## src/rtl/fetch_sequencer_if.sv

```systemverilog
// Signal bundle between the fetch sequencer and its neighbours: pipeline control,
// BTB, fetch memory and the three-port instruction buffer.
interface fetch_sequencer_if;
    logic        flush_i;
    logic [31:0] flush_address_i;
    logic        halt_i;
    logic        fetch_request_o;
    logic [31:0] fetch_address_o;
    logic        fetch_ready_i;
    logic        fetch_valid_i;
    logic [31:0] fetch_instruction_i;
    logic        btb_hit_i;
    logic        btb_taken_i;
    logic [31:0] btb_target_i;
    logic        buf_flush_o;
    logic        buf_write_address_o;
    logic        buf_write_speculative_o;
    logic        buf_write_instruction_o;
    logic        buf_speculative_o;
    logic        buf_taken_o;
    logic        buf_full_i;

    // The instruction word goes straight from memory to the buffer; the sequencer
    // only produces its write strobe.
    modport master (
        input  flush_i, flush_address_i, halt_i,
        input  fetch_ready_i, fetch_valid_i,
        input  btb_hit_i, btb_taken_i, btb_target_i,
        input  buf_full_i,
        output fetch_request_o, fetch_address_o,
        output buf_flush_o, buf_write_address_o, buf_write_speculative_o,
        output buf_write_instruction_o, buf_speculative_o, buf_taken_o
    );

    modport slave (
        output flush_i, flush_address_i, halt_i,
        output fetch_ready_i, fetch_valid_i, fetch_instruction_i,
        output btb_hit_i, btb_taken_i, btb_target_i,
        output buf_full_i,
        input  fetch_request_o, fetch_address_o,
        input  buf_flush_o, buf_write_address_o, buf_write_speculative_o,
        input  buf_write_instruction_o, buf_speculative_o, buf_taken_o
    );
endinterface

```

## src/rtl/fetch_sequencer.sv

```systemverilog
// Front-end fetch controller: picks the next PC, issues memory fetches and keeps the
// address, speculative and instruction write ports of the instruction buffer aligned.
module fetch_sequencer #(
    parameter logic [31:0] RESET_VECTOR    = 32'h0000_0000,
    parameter int          MAX_OUTSTANDING = 4
) (
    input  logic               clk_i,
    input  logic               rst_i,
    fetch_sequencer_if.master  bus
);
    localparam int CW = $clog2(MAX_OUTSTANDING) + 1;
    localparam logic [CW-1:0] MAX_CNT = CW'(MAX_OUTSTANDING);

    typedef enum logic [1:0] {BOOT, FETCH, HOLD} state_t;

    state_t        r_state;
    logic [31:0]   r_pc;
    logic          r_btb_valid;
    logic [CW-1:0] r_outstanding;
    logic [CW-1:0] r_discard;

    logic          w_redirect;
    logic          w_request;
    logic          w_issue;
    logic          w_resp;
    logic [31:0]   w_addr;

    // BOOT behaves exactly like a flush to the reset vector.
    assign w_redirect = (r_state == BOOT) | bus.flush_i;
    assign w_request  = ~rst_i & ((r_state != HOLD) | w_redirect) & ~bus.buf_full_i
                      & (r_outstanding < MAX_CNT);
    assign w_issue    = w_request & bus.fetch_ready_i;
    assign w_resp     = bus.fetch_valid_i & (r_outstanding != '0);

    always_comb begin
        w_addr = r_pc;
        if (r_state == BOOT)
            w_addr = RESET_VECTOR;
        else if (bus.flush_i)
            w_addr = bus.flush_address_i;
        else if (r_btb_valid & bus.btb_hit_i & bus.btb_taken_i)
            w_addr = bus.btb_target_i;
    end

    assign bus.fetch_request_o         = w_request;
    assign bus.fetch_address_o         = w_addr;
    assign bus.buf_flush_o             = ~rst_i & w_redirect;
    assign bus.buf_write_address_o     = w_issue;
    assign bus.buf_write_speculative_o = ~rst_i & (w_redirect ? w_issue : r_btb_valid);
    assign bus.buf_speculative_o       = ~w_redirect & bus.btb_hit_i;
    assign bus.buf_taken_o             = ~w_redirect & bus.btb_hit_i & bus.btb_taken_i;
    assign bus.buf_write_instruction_o = ~rst_i & w_resp & (r_discard == '0) & ~w_redirect;

    // pc keeps an unissued redirect target so it is fetched once issue becomes possible.
    always_ff @(posedge clk_i) begin
        if (rst_i) begin
            r_state       <= BOOT;
            r_pc          <= RESET_VECTOR;
            r_btb_valid   <= 1'b0;
            r_outstanding <= '0;
            r_discard     <= '0;
        end else begin
            r_state     <= bus.halt_i ? HOLD : FETCH;
            r_pc        <= w_issue ? (w_addr + 32'd4) : w_addr;
            r_btb_valid <= w_issue & ~w_redirect;
            if (w_redirect) begin
                r_discard     <= r_outstanding - CW'(w_resp);
                r_outstanding <= r_outstanding - CW'(w_resp) + CW'(w_issue);
            end else begin
                r_outstanding <= r_outstanding + CW'(w_issue) - CW'(w_resp);
                if (w_resp && (r_discard != '0))
                    r_discard <= r_discard - CW'(1);
            end
        end
    end
endmodule

```

## src/flat_wrapper.sv

```systemverilog
// flat-port wrapper written by rule: the top's interface ports become plain ports
module fetch_sequencer_flat 
#(
    parameter logic [31:0] RESET_VECTOR    = 32'h0000_0000,
    parameter int          MAX_OUTSTANDING = 4
)
  (clk_i, rst_i, bus_flush_i, bus_flush_address_i, bus_halt_i, bus_fetch_ready_i, bus_fetch_valid_i, bus_btb_hit_i, bus_btb_taken_i, bus_btb_target_i, bus_buf_full_i, bus_fetch_request_o, bus_fetch_address_o, bus_buf_flush_o, bus_buf_write_address_o, bus_buf_write_speculative_o, bus_buf_write_instruction_o, bus_buf_speculative_o, bus_buf_taken_o);
  fetch_sequencer_if bus_i ();
  input  logic clk_i;
  input  logic rst_i;
  input wire logic [$bits(bus_i.flush_i)-1:0] bus_flush_i;
  input wire logic [$bits(bus_i.flush_address_i)-1:0] bus_flush_address_i;
  input wire logic [$bits(bus_i.halt_i)-1:0] bus_halt_i;
  input wire logic [$bits(bus_i.fetch_ready_i)-1:0] bus_fetch_ready_i;
  input wire logic [$bits(bus_i.fetch_valid_i)-1:0] bus_fetch_valid_i;
  input wire logic [$bits(bus_i.btb_hit_i)-1:0] bus_btb_hit_i;
  input wire logic [$bits(bus_i.btb_taken_i)-1:0] bus_btb_taken_i;
  input wire logic [$bits(bus_i.btb_target_i)-1:0] bus_btb_target_i;
  input wire logic [$bits(bus_i.buf_full_i)-1:0] bus_buf_full_i;
  output wire logic [$bits(bus_i.fetch_request_o)-1:0] bus_fetch_request_o;
  output wire logic [$bits(bus_i.fetch_address_o)-1:0] bus_fetch_address_o;
  output wire logic [$bits(bus_i.buf_flush_o)-1:0] bus_buf_flush_o;
  output wire logic [$bits(bus_i.buf_write_address_o)-1:0] bus_buf_write_address_o;
  output wire logic [$bits(bus_i.buf_write_speculative_o)-1:0] bus_buf_write_speculative_o;
  output wire logic [$bits(bus_i.buf_write_instruction_o)-1:0] bus_buf_write_instruction_o;
  output wire logic [$bits(bus_i.buf_speculative_o)-1:0] bus_buf_speculative_o;
  output wire logic [$bits(bus_i.buf_taken_o)-1:0] bus_buf_taken_o;
  assign bus_i.flush_i = bus_flush_i;
  assign bus_i.flush_address_i = bus_flush_address_i;
  assign bus_i.halt_i = bus_halt_i;
  assign bus_i.fetch_ready_i = bus_fetch_ready_i;
  assign bus_i.fetch_valid_i = bus_fetch_valid_i;
  assign bus_i.btb_hit_i = bus_btb_hit_i;
  assign bus_i.btb_taken_i = bus_btb_taken_i;
  assign bus_i.btb_target_i = bus_btb_target_i;
  assign bus_i.buf_full_i = bus_buf_full_i;
  assign bus_fetch_request_o = bus_i.fetch_request_o;
  assign bus_fetch_address_o = bus_i.fetch_address_o;
  assign bus_buf_flush_o = bus_i.buf_flush_o;
  assign bus_buf_write_address_o = bus_i.buf_write_address_o;
  assign bus_buf_write_speculative_o = bus_i.buf_write_speculative_o;
  assign bus_buf_write_instruction_o = bus_i.buf_write_instruction_o;
  assign bus_buf_speculative_o = bus_i.buf_speculative_o;
  assign bus_buf_taken_o = bus_i.buf_taken_o;
  fetch_sequencer #(.RESET_VECTOR(RESET_VECTOR), .MAX_OUTSTANDING(MAX_OUTSTANDING)) u_core (.clk_i(clk_i), .rst_i(rst_i), .bus(bus_i));
endmodule
```

## config.mk

```make
export PLATFORM = sky130hd
export DESIGN_NAME = fetch_sequencer_flat
export DESIGN_NICKNAME = d
export VERILOG_FILES = /design/src/rtl/fetch_sequencer_if.sv /design/src/rtl/fetch_sequencer.sv /design/src/flat_wrapper.sv
export SDC_FILE = /design/constraint.sdc
export NUM_CORES = 1
export LEC_CHECK = 0
export BUFFER_PORTS_ARGS = -buffer_cell sky130_fd_sc_hd__buf_4
export CORE_AREA = 2 2 100 102
export CTS_BUF_LIST = sky130_fd_sc_hd__clkbuf_8
export CTS_CLUSTER_SIZE = 8
export DETAILED_ROUTE_END_ITERATION = 12
export DIE_AREA = 0 0 102 104
export GPL_TIMING_DRIVEN = 0
export PLACE_DENSITY_LB_ADDON = 0.15
export SLEW_MARGIN = 20
export SYNTH_ARGS = -nofsm -noshare
export SYNTH_HDL_FRONTEND = slang
export SYNTH_SLANG_ARGS = --single-unit
```

## constraint.sdc

```tcl
create_clock -name clk_i -period 3.2 [get_ports clk_i]
set_input_delay 0.16 -clock clk_i [delete_from_list [all_inputs] [get_ports clk_i]]
set_output_delay 0.16 -clock clk_i [all_outputs]
set_load 0.1 [all_outputs]
```

==> impl_metrics.xml <==
<?xml version="1.0" encoding="UTF-8"?>
<metrics>
  <group name="job">
    <metric name="drv.max_cap_violation_count" unit="">0</metric>
  </group>
  <group name="global_routing">
    <metric name="antenna_violations_before_repair" unit="">0</metric>
    <metric name="grt_use_met2" unit="">0.311</metric>
    <metric name="grt_pass1_wl" unit="um">15300</metric>
    <metric name="global_route.usage.total" unit="">0.182</metric>
    <metric name="maximum_number_of_pins_on_one_net_before_global_route_repair" unit="">13</metric>
    <metric name="grt_pass1_vias" unit="">2943</metric>
    <metric name="grt.met3_usage" unit="">0.0336</metric>
    <metric name="grt_remaining_overflow" unit="">0</metric>
    <metric name="met1_usage" unit="">0.239</metric>
    <metric name="busiest_layer" unit="">met2</metric>
  </group>
  <group name="cts">
    <metric name="postCtsHoldBufs" unit="">0</metric>
    <metric name="h-tree-depth" unit="">2</metric>
    <metric name="clock_sinks" unit="">41</metric>
    <metric name="cts-buffers-inserted" unit="">5</metric>
    <metric name="clk_pin_slew" unit="ns">0.08</metric>
    <metric name="clock-root-buffer" unit="">clkbuf_8</metric>
    <metric name="clock_latency" unit="ns">0.30</metric>
    <metric name="maximum_clock_path_buffer_count" unit="">2</metric>
    <metric name="clock_tree_from_tritoncts" unit="">done</metric>
  </group>
  <group name="min_path">
    <metric name="worstHoldPathType" unit="">in2reg</metric>
  </group>
  <group name="floorplan">
    <metric name="chipWidth" unit="um">102</metric>
    <metric name="floorplan.rows" unit="">36</metric>
    <metric name="floorplan.die_area" unit="mm2">0.0106</metric>
    <metric name="core_area" unit="mm2">0.00955</metric>
    <metric name="die-height" unit="um">104</metric>
    <metric name="design.portCount" unit="">112</metric>
    <metric name="starting_density" unit="">0.311</metric>
  </group>
  <group name="power">
    <metric name="power.share.clock" unit="">0.249</metric>
    <metric name="power.density" unit="mW/mm2">422</metric>
    <metric name="internal_power" unit="uW">1090</metric>
    <metric name="gate_power_share" unit="">0.423</metric>
    <metric name="proportion_of_total_power_due_to_net_switching" unit="">0.395</metric>
    <metric name="vdd_drop_max" unit="V">0.000294</metric>
    <metric name="power.net_switching" unit="uW">709</metric>
    <metric name="p_leak" unit="uW">0.00192</metric>
    <metric name="seqPwrFrac" unit="">0.328</metric>
  </group>
  <group name="yosys">
    <metric name="synth_top_family_by_area" unit="">simple AND/OR/NAND/NOR gates</metric>
    <metric name="average_cell_area_after_synthesis" unit="um2">8.04</metric>
    <metric name="synth_mux_area_frac" unit="">0.0984</metric>
    <metric name="synth_enable_flop_cells" unit="">0</metric>
    <metric name="synth_fa_ha_area_frac" unit="">0.0446</metric>
    <metric name="yosysWarnings" unit="">0</metric>
    <metric name="synth_async_sr_flop_share" unit="">0</metric>
    <metric name="synth.ff_latch_count" unit="">41</metric>
    <metric name="synthDistinctLibCells" unit="">55</metric>
    <metric name="synth_ff_type" unit="">dfxtp_1</metric>
    <metric name="post_synth_inst_count" unit="">370</metric>
    <metric name="post_synth_xor_area_fraction" unit="">0.0560</metric>
    <metric name="seq_area_frac_synth" unit="">0.276</metric>
    <metric name="post_synth_and_or_nand_nor_area_fraction" unit="">0.282</metric>
    <metric name="fraction_of_the_mapped_netlist_area_in_compound_gates" unit="">0.181</metric>
    <metric name="synth_fp_nets" unit="">453</metric>
    <metric name="synth.cell_area" unit="mm2">0.00297</metric>
  </group>
  <group name="worst_setup_path">
    <metric name="setup.worst_path.end_class" unit="">register</metric>
    <metric name="cp_data_required_time" unit="ns">3.39</metric>
    <metric name="criticalPathCategory" unit="">reg2reg</metric>
    <metric name="critPathLaunchType" unit="">register</metric>
    <metric name="timing.critical_path.arrival" unit="ns">3.24</metric>
    <metric name="timing.critical_path.fanout_max" unit="">6</metric>
  </group>
  <group name="detailed_routing">
    <metric name="drt-total-wl" unit="um">9610</metric>
    <metric name="detailedRoute.firstIterationViolations" unit="">135</metric>
    <metric name="detail-route-antenna-nets" unit="">0</metric>
    <metric name="remaining_drc_errors" unit="">0</metric>
    <metric name="vias_per_cell" unit="">4.90</metric>
    <metric name="drt-pass1-iter-count" unit="">4</metric>
    <metric name="detail_route.wl_per_cell" unit="um">15.3</metric>
    <metric name="detailroute.via_count" unit="">3079</metric>
  </group>
  <group name="timing">
    <metric name="final.period_utilization" unit="">0.953</metric>
    <metric name="max_clock_freq" unit="GHz">0.328</metric>
    <metric name="setup_viol" unit="">0</metric>
    <metric name="slew_violations" unit="">0</metric>
    <metric name="pnr_worst_setup_slack" unit="ns">0.149</metric>
    <metric name="setup_repair_after_global_routing_missed_its_margin" unit="">false</metric>
    <metric name="min_period" unit="ns">3.05</metric>
    <metric name="max_slew.worst_pin.slew" unit="ns">0.713</metric>
    <metric name="skew" unit="ns">0.0144</metric>
    <metric name="timing.max_slew.rel_slack" unit="">0.523</metric>
    <metric name="final-hold-violation-count" unit="">0</metric>
  </group>
  <group name="final_layout">
    <metric name="layout-area-overhead-vs-synth" unit="%">43.0</metric>
    <metric name="diodes" unit="">0</metric>
    <metric name="finalCoreUtilization" unit="">0.445</metric>
    <metric name="post_route_cells_drive_above_1_share" unit="">0.360</metric>
    <metric name="finalNetCount" unit="">577</metric>
  </group>
  <group name="placement">
    <metric name="port-buffer-count" unit="">110</metric>
    <metric name="post-place-ws" unit="ns">-0.267</metric>
    <metric name="globalplace.congestion" unit="">0.863</metric>
    <metric name="post_detail_place_hpwl" unit="um">7420</metric>
  </group>
  <group name="status">
    <metric name="run_status" unit="">complete, no violations</metric>
  </group>
</metrics>
[critical path, stage by stage, from the launching register on]
cell       delay [ns]
dfxtp_2          0.36
and3_1           0.17
buf_6            0.14
nand2_2          0.07
a311oi_4         0.38
ha_2             0.24
nand4_1          0.16
a2111oi_4        0.52
nand3_2          0.17
nor4_4           0.16
buf_4            0.20
nand2_1          0.07
mux2_1           0.31
[routing by layer]
layer  part of all wire  wire [um]
met1               0.45       4310
met2               0.49       4730
met3              0.053        509
met4             0.0058         56
met5                  0          0
[worst paths after layout]
path / to / startpoint / slack, ns / cells past startpoint
min reg2reg: u_core.r_outstanding[2] / u_core.r_outstanding[2] / 0.61 / 2
max: u_core.r_pc[20] / u_core.r_btb_valid / 0.15 / 12
max reg2reg: u_core.r_pc[20] / u_core.r_btb_valid / 0.15 / 12
min: u_core.r_state[0] / bus_halt_i / 0.03 / 2
[area by class of cell]
cell class	instances	area [um2]
buffer	20	133
clock buffer	6	82.6
clock inverter	2	33.8
fill	1010	5300
inverter	15	56.3
multi-input combinational	293	2060
sequential	41	822
tap	133	166
timing repair buffer	118	898
[cell families after synthesis]
logic type / Yosys count
XOR/XNOR: 19
adder cells (fa/ha/maj): 10
multiplexers: 28
AND/OR/NAND/NOR: 166
buffers and inverters: 36
flip-flops: 41
AO/OA/AOI/OAI: 70
[registers in the layout, indices dropped and copies added, names as in the netlist]
| register | cells |
|---|---|
| u_core.r_btb_valid | 1 |
| u_core.r_discard | 3 |
| u_core.r_outstanding | 3 |
| u_core.r_pc | 32 |
| u_core.r_state | 2 |
[power groups by stage]
stage	clock network, uW	registers, uW	logic, uW
5_1_grt	472	595	842
6_report	447	589	759
3_3_place_gp	0	600	752
3_5_place_dp	0	601	763
4_1_cts	452	590	765
2_1_floorplan	0	594	568
[layout by cell type, fill, tap and decap left out, drive strengths merged, types with 7 or more instances in the layout]
master  netlist  layout
buf          15     132
nand3        24      24
nand2        48      48
nor3          8       8
nor2b         7       7
a32oi        12      12
mux2i        18      18
mux2         10      10
clkbuf        6      12
ha            9       9
a21oi        17      17
xnor2        14      14
dfxtp        41      41
o21ai        18      18
nor2         46      46
inv          15      16
nand4        11      11
[synth_stat cells (2+ instances only)]
cell	n	area [um2]
clkbuf_1	6	22.5
buf_1	3	11.3
o21ai_0	14	70.1
nand4_1	10	62.6
and3_1	6	37.5
and2_1	4	25.0
nand2b_1	3	18.8
dfxtp_1	41	821
xnor2_1	14	123
nand2_1	47	176
nor3_1	5	25.0
mux2_1	5	56.3
nor3_2	3	30.0
a22oi_1	4	30.0
o21ai_1	2	10.0
mux2i_1	18	180
nand3_2	2	20.0
o21a_1	2	15.0
nand3_1	22	110
a32oi_1	10	87.6
inv_1	15	56.3
a21oi_1	17	85.1
nor2b_1	7	43.8
nor3b_1	3	22.5
xor2_1	5	43.8
mux2_2	5	56.3
buf_6	4	45.0
buf_4	4	30.0
nor2_1	45	169
a31o_2	3	26.3
a211oi_1	5	37.5
buf_2	4	20.0
ha_1	9	113
nor4b_1	2	17.5
[what timing repair did]
item / 4_1_cts / 5_1_grt
endpoints found under the hold margin: 0 / 0
pin swaps: 1 / 5
buffers inserted: 3 / 5
setup endpoints to repair: 7 / 6
gates resized for setup: 0 / 1
cloned: 0 / 0
[per-stage QoR]
step	total power (uW)	cells	setup TNS [ns]	hold WS [ns]	area [um2]
after floorplan	1160	370	-3.34	0.227	3080
after global placement	1350	613	-1.07	0.331	4070
after detailed placement	1360	613	-1.27	0.337	4070
after CTS	1810	624	0	0.0216	4220
after global routing	1910	628	0	0.0198	4250
final	1800	628	0	0.0252	4250
Power figures use the tool's default switching activity.
